[src/rtl/clk_div_gen.sv]
// clk_div_gen: lock-qualified multi-channel programmable clock divider and enable generator
module clk_div_gen #(
  parameter int NCH         = 4,
  parameter int DIV_WIDTH   = 8,
  parameter int LOCK_CNT    = 256,
  parameter int DEFAULT_DIV = 4
) (
  input  logic                     CLK,
  input  logic                     RST,
  input  logic                     LOCKED_IN,
  input  logic [NCH*DIV_WIDTH-1:0] DIV,
  input  logic [NCH*DIV_WIDTH-1:0] PHASE,
  input  logic                     LOAD,
  output logic [NCH-1:0]           CLK_OUT,
  output logic [NCH-1:0]           CE_OUT,
  output logic                     LOCKED,
  output logic [7:0]               UNLOCK_CNT
);
  localparam int SW = LOCK_CNT > 1 ? $clog2(LOCK_CNT) : 1;
  typedef enum logic [1:0] {WAIT_LOCK, SETTLE, RUN} state_t;
  typedef logic [NCH-1:0][DIV_WIDTH-1:0] cfg_t;
  state_t state_q, state_d;
  logic [SW-1:0] settle_q, settle_d;
  logic [1:0] sync_q, sync_d;
  logic [7:0] unlock_q, unlock_d;
  cfg_t div_q, div_d, ph_q, ph_d, cnt_q, cnt_d;
  logic [NCH-1:0] clk_q, clk_d, ce_q, ce_d;
  logic locked_q, locked_d, lk_s, run_d, restart, en;
  logic [DIV_WIDTH-1:0] p;
  always_comb begin
    sync_d = {sync_q[0], LOCKED_IN};
    lk_s = sync_q[1];
    state_d = state_q;
    settle_d = settle_q;
    unlock_d = unlock_q;
    unique case (state_q)
      WAIT_LOCK: if (lk_s) begin
        state_d = SETTLE;
        settle_d = '0;
      end
      SETTLE: if (!lk_s) state_d = WAIT_LOCK;
        else if (settle_q == SW'(LOCK_CNT - 1)) state_d = RUN;
        else settle_d = settle_q + SW'(1);
      RUN: if (!lk_s) begin
        state_d = WAIT_LOCK;
        unlock_d = unlock_q + {7'd0, unlock_q != 8'hff};
      end
      default: state_d = WAIT_LOCK;
    endcase
    run_d = state_d == RUN;
    // every channel restarts together on RUN entry or on LOAD, keeping them phase-aligned
    restart = state_q != RUN || LOAD;
    div_d = LOAD ? cfg_t'(DIV) : div_q;
    ph_d = LOAD ? cfg_t'(PHASE) : ph_q;
    locked_d = run_d;
    en = 1'b0;
    p = '0;
    for (int i = 0; i < NCH; i++) begin
      en = div_d[i] >= DIV_WIDTH'(2);
      p = ph_d[i] < div_d[i] ? ph_d[i] : '0;
      cnt_d[i] = !(run_d && en) ? '0 : restart ? p :
                 cnt_q[i] == div_d[i] - DIV_WIDTH'(1) ? '0 : cnt_q[i] + DIV_WIDTH'(1);
      clk_d[i] = run_d && en && cnt_d[i] < (div_d[i] >> 1);
      ce_d[i] = run_d && en && cnt_d[i] == '0;
    end
  end
  always_ff @(posedge CLK) begin
    if (RST) begin
      state_q <= WAIT_LOCK;
      settle_q <= '0;
      sync_q <= '0;
      unlock_q <= '0;
      div_q <= {NCH{DIV_WIDTH'(DEFAULT_DIV)}};
      ph_q <= '0;
      cnt_q <= '0;
      clk_q <= '0;
      ce_q <= '0;
      locked_q <= 1'b0;
    end else begin
      state_q <= state_d;
      settle_q <= settle_d;
      sync_q <= sync_d;
      unlock_q <= unlock_d;
      div_q <= div_d;
      ph_q <= ph_d;
      cnt_q <= cnt_d;
      clk_q <= clk_d;
      ce_q <= ce_d;
      locked_q <= locked_d;
    end
  end
  assign CLK_OUT = clk_q;
  assign CE_OUT = ce_q;
  assign LOCKED = locked_q;
  assign UNLOCK_CNT = unlock_q;
endmodule

[config.mk]
export PLATFORM = sky130hd
export DESIGN_NAME = clk_div_gen
export DESIGN_NICKNAME = d
export VERILOG_FILES = /design/src/rtl/clk_div_gen.sv
export SDC_FILE = /design/constraint.sdc
export NUM_CORES = 1
export LEC_CHECK = 0
export BUFFER_PORTS_ARGS = -buffer_cell sky130_fd_sc_hd__buf_2
export CAP_MARGIN = 20
export CORE_MARGIN = 5
export CORE_UTILIZATION = 40
export DETAILED_ROUTE_END_ITERATION = 12
export PLACE_DENSITY = 0.6
export SETUP_SLACK_MARGIN = 0.3
export SLEW_MARGIN = 5
export SYNTH_ARGS = -nofsm -noshare
export SYNTH_HDL_FRONTEND = slang
export SYNTH_SLANG_ARGS = --single-unit
[constraint.sdc]
create_clock -name CLK -period 11.27 [get_ports CLK]
set_clock_uncertainty 0.05 [all_clocks]
set_input_delay 1.127 -clock CLK [delete_from_list [all_inputs] [get_ports CLK]]
set_output_delay 1.127 -clock CLK [all_outputs]
set_load 0.02 [all_outputs]
==> key figures <==
Placed design
  – Post-DP HPWL: between 15000 and 20000 um
  – Buffers added on ports: between 80 and 90
  – Gp weighted congestion: between 0.9 and 1
  – Placed cell areas: approximately 8500 um2

Critical path
  – Startpoint types: primary input
  – Crit. path cell count: 19
  – CP required: roughly 12 ns
  – Critical path buffers and inverters: 2
  – Critical path class: in -> reg
  – Arr. time, crit path: roughly 6.2 ns
  – Critical-path top delay cell: buf_4
  – Worst R2R Path Depth: 17
  – Critical Path Max Stage Delay: roughly 0.8 ns
  – Nature of the critical path endpoint: flop
  – Cell Chain, Critical Path: buf_4 > buf_4 > mux2i_1 > ha_1 > nand4_1 > and3_1 > or4_4 > nor4_4 > nor2_1 > a22oi_1 > nor2_1 > ha_1 > a21o_1 > a21o_1 > a21oi_1 > nor2b_1 > o21ai_0 > nand2b_1 > a211oi_1
  – CP top delay family: simple AND/OR/NAND/NOR gates
  – CP max FO: 64

STA
  – Fmax: roughly 0.17 GHz
  – RSZ-0062 raised after global routing: false
  – Final Hold Vio Count: 0
  – Slew @ Worst Pin: 0.947 ns
  – Minimum clock period: between 5 and 6 ns
  – Post-route setup TNS: 0 ns
  – Pins Over Slew Limit: 0
  – Final setup viols: 0
  – Rel. slew slack: 36.7%
  – Final period utilization: between 50% and 60%

Clock network
  – CTS Hold Bufs: 0
  – Cts repair resizes: 0
  – Clock Pin Slew Worst Setup and Hold Paths: around 0.060 ns
  – Root Buffer: clkbuf_16
  – Post-CTS setup buffers: 0
  – CTS buffer count: 17
  – Max Root-Sink Buffers: 2
  – Clock latency on the worst-skew pair: about 0.42 ns
  – Total clock sinks: 125
  – CTS tree: built
  – H-tree depth reported by CTS: 4

Yosys
  – Largest family of logic cells by synthesized area: simple AND/OR/NAND/NOR gates
  – Seq/Total Area, Yosys: 32.0%
  – Top cell type's share of synthesized area: between 30% and 40%
  – Post-synth EDFFs: 0
  – Post-synthesis mux area share: about 8.5%
  – Synthesized flop and latch total: between 100 and 150
  – Syn Inst Count: around 900
  – Synth Area in Compound Gates: approximately 14%
  – Post-Syn Nets: ~1000
  – Xor and xnor area share after synthesis: approximately 9.0%
  – Asr flop ratio synth: 0%
  – Simple-Gate Fraction of Synth Area: a little over a fifth
  – Cell taking the most area after synthesis: dfxtp_1
  – Synth Flop Type: dfxtp_1
  – Synth cell types: 66
  – Commonest cells in the netlist: nor2_1, dfxtp_1, ha_1, mux2i_1, xnor2_1
  – Area share of fa/ha/maj cells after synthesis: between 10% and 20%
  – Cell with the most instances after synthesis: nor2_1
  – Syn_area_per_cell: approximately 8.6 um2
  – YS warnings: 0
  – Mapped Area: approximately 7800 um2
  – Ranking of synthesized cells by area: dfxtp_1, ha_1, mux2i_1

Global routing
  – First-pass GRT wire length: about 33000 um
  – GRT Total Usage: a little under a fifth
  – GRT overflow: 0
  – Largest net degree at the start of global routing: 65
  – Initial antenna violation count: 0
  – Number of global-route vias before repair: 6691

Pwr
  – PwrDens: about 140 nW/um2
  – Peak supply drop: approximately 0.12 mV
  – Leak: 3.98 nW

Routing
  – Vias: a little under 7000
  – Final WL: between 20000 and 25000 um
  – Iter 0 DRT Violations: approximately 360
  – DRC viols: 0
  – Post-DRT Antenna Nets: 0
  – Vias per cell: 5.34
  – DR WL/cell: ~16 um
  – Drt pass-1 iters: 5

Cells and area
  – Fill count: a little under 2000
  – Share of layout cells above drive strength 1: between 10 and 15%
  – Multi-input logic area: a little over 5000 um2
  – Area grow syn2layout: 16.6%
  – Diodes inserted: 0
  – Register area: ~2500 um2
  – Fin nets: between 1000 and 1500
  – Final instance area: slightly above 9000 um2
  – Layout Utilization: around 47%

Floorplanning
  – Die Ht: ~150 um
  – Floorplan row count: 51
  – Initial Util: about two fifths
  – DIE AREA: 22500 um2
  – Core area: 19300 um2
  – Die width: approximately 150 um
  – Number of top-level pins: 85

Run status
  – Outcome: finished, final reports clean

Hold path
  – Hold path depth: 1
  – Min-delay worst type: reg -> reg

Run
  – Max cap viols: 0
[cell type report]
class	instances	share of cell area (%)
inverters	38	1.56
repair buffers	92	5.29
clock buffers	21	5.05
flip-flops and latches	125	27.4
well taps	265	3.63
clock inverters	11	1.80
multi-input cells	715	55.2
[routing by layer]
metal  routed length [um]  vias to the layer above  track usage, %
li1                     -                     3429               -
met1                 9860                     3141            24.5
met2                 9250                      166            29.9
met3                  996                       32            4.75
met4                  309                        0            4.80
met5                    0                        -               0
[where the power goes]
group / switching [W] / total [W] / internal [W] / leakage (nW)
clock: 0.000200 / 0.000580 / 0.000380 / 0.303
combinational: 0.000113 / 0.000192 / 0.0000796 / 2.66
sequential: 0.00000659 / 0.000463 / 0.000456 / 1.02
total: 0.000319 / 0.00124 / 0.000916 / 3.98
[placed cells by master (no fill, tap or decap), types with 5 or more instances in the layout]
master,n
o21ai_0,20
nand3_1,32
ha_1,67
o22a_1,9
nand2b_1,17
a31oi_1,9
o22ai_1,7
xor2_1,35
nor2b_1,17
mux2i_1,54
nor3b_1,6
or3_1,5
buf_2,83
nor4b_1,6
a22oi_1,14
o31ai_1,5
xnor2_1,45
a211oi_1,7
o211ai_1,5
nor4_1,9
clkbuf_16,17
mux2_2,9
and3_1,9
nand4_1,16
nor3_1,30
nor2_1,142
dfxtp_1,125
a2111oi_0,5
a21oi_1,30
nand2_1,39
a21o_1,13
inv_1,38
buf_4,9
[flip-flops by register name, indices dropped and copies added (netlist names)]
register	flops
CE_OUT	4
CLK_OUT	4
LOCKED	1
UNLOCK_CNT	8
cnt_q	32
div_q	32
ph_q	32
settle_q	8
state_q	2
sync_q	2
[per-stage QoR]
stage	instances	power, W	hold slack (ns)	worst slack (ns)
6_report	1267	0.00124	0.415	5.32
4_1_cts	1267	0.00125	0.422	5.33
3_3_place_gp	1235	0.000662	0.384	5.03
5_1_grt	1267	0.00129	0.439	4.86
3_5_place_dp	1235	0.000663	0.407	4.92
2_1_floorplan	909	0.000609	0.364	5.39
[logic make-up (layout without fill, tap and decap cells)]
kind of cell,after synthesis,in the layout
xor+xnor,80,80
compound gates,157,157
flops,125,125
buf+inv,69,162
simple gates,347,347
mux,64,64
fa+ha+maj,67,67
[worst paths after layout]
kind | startpoint | endpoint | slack [ns]
hold reg to reg | sync_q[0]$_SDFF_PP0_ | sync_q[1]$_SDFF_PP0_ | 0.41
hold / removal | sync_q[0]$_SDFF_PP0_ | sync_q[1]$_SDFF_PP0_ | 0.41
setup / recovery | LOAD | CLK_OUT[3]$_SDFF_PP0_ | 5.32
setup reg to reg | div_q[25]$_SDFF_PP0_ | CLK_OUT[3]$_SDFF_PP0_ | 7.10
Note: power is estimated with default switching activity, not from simulation.
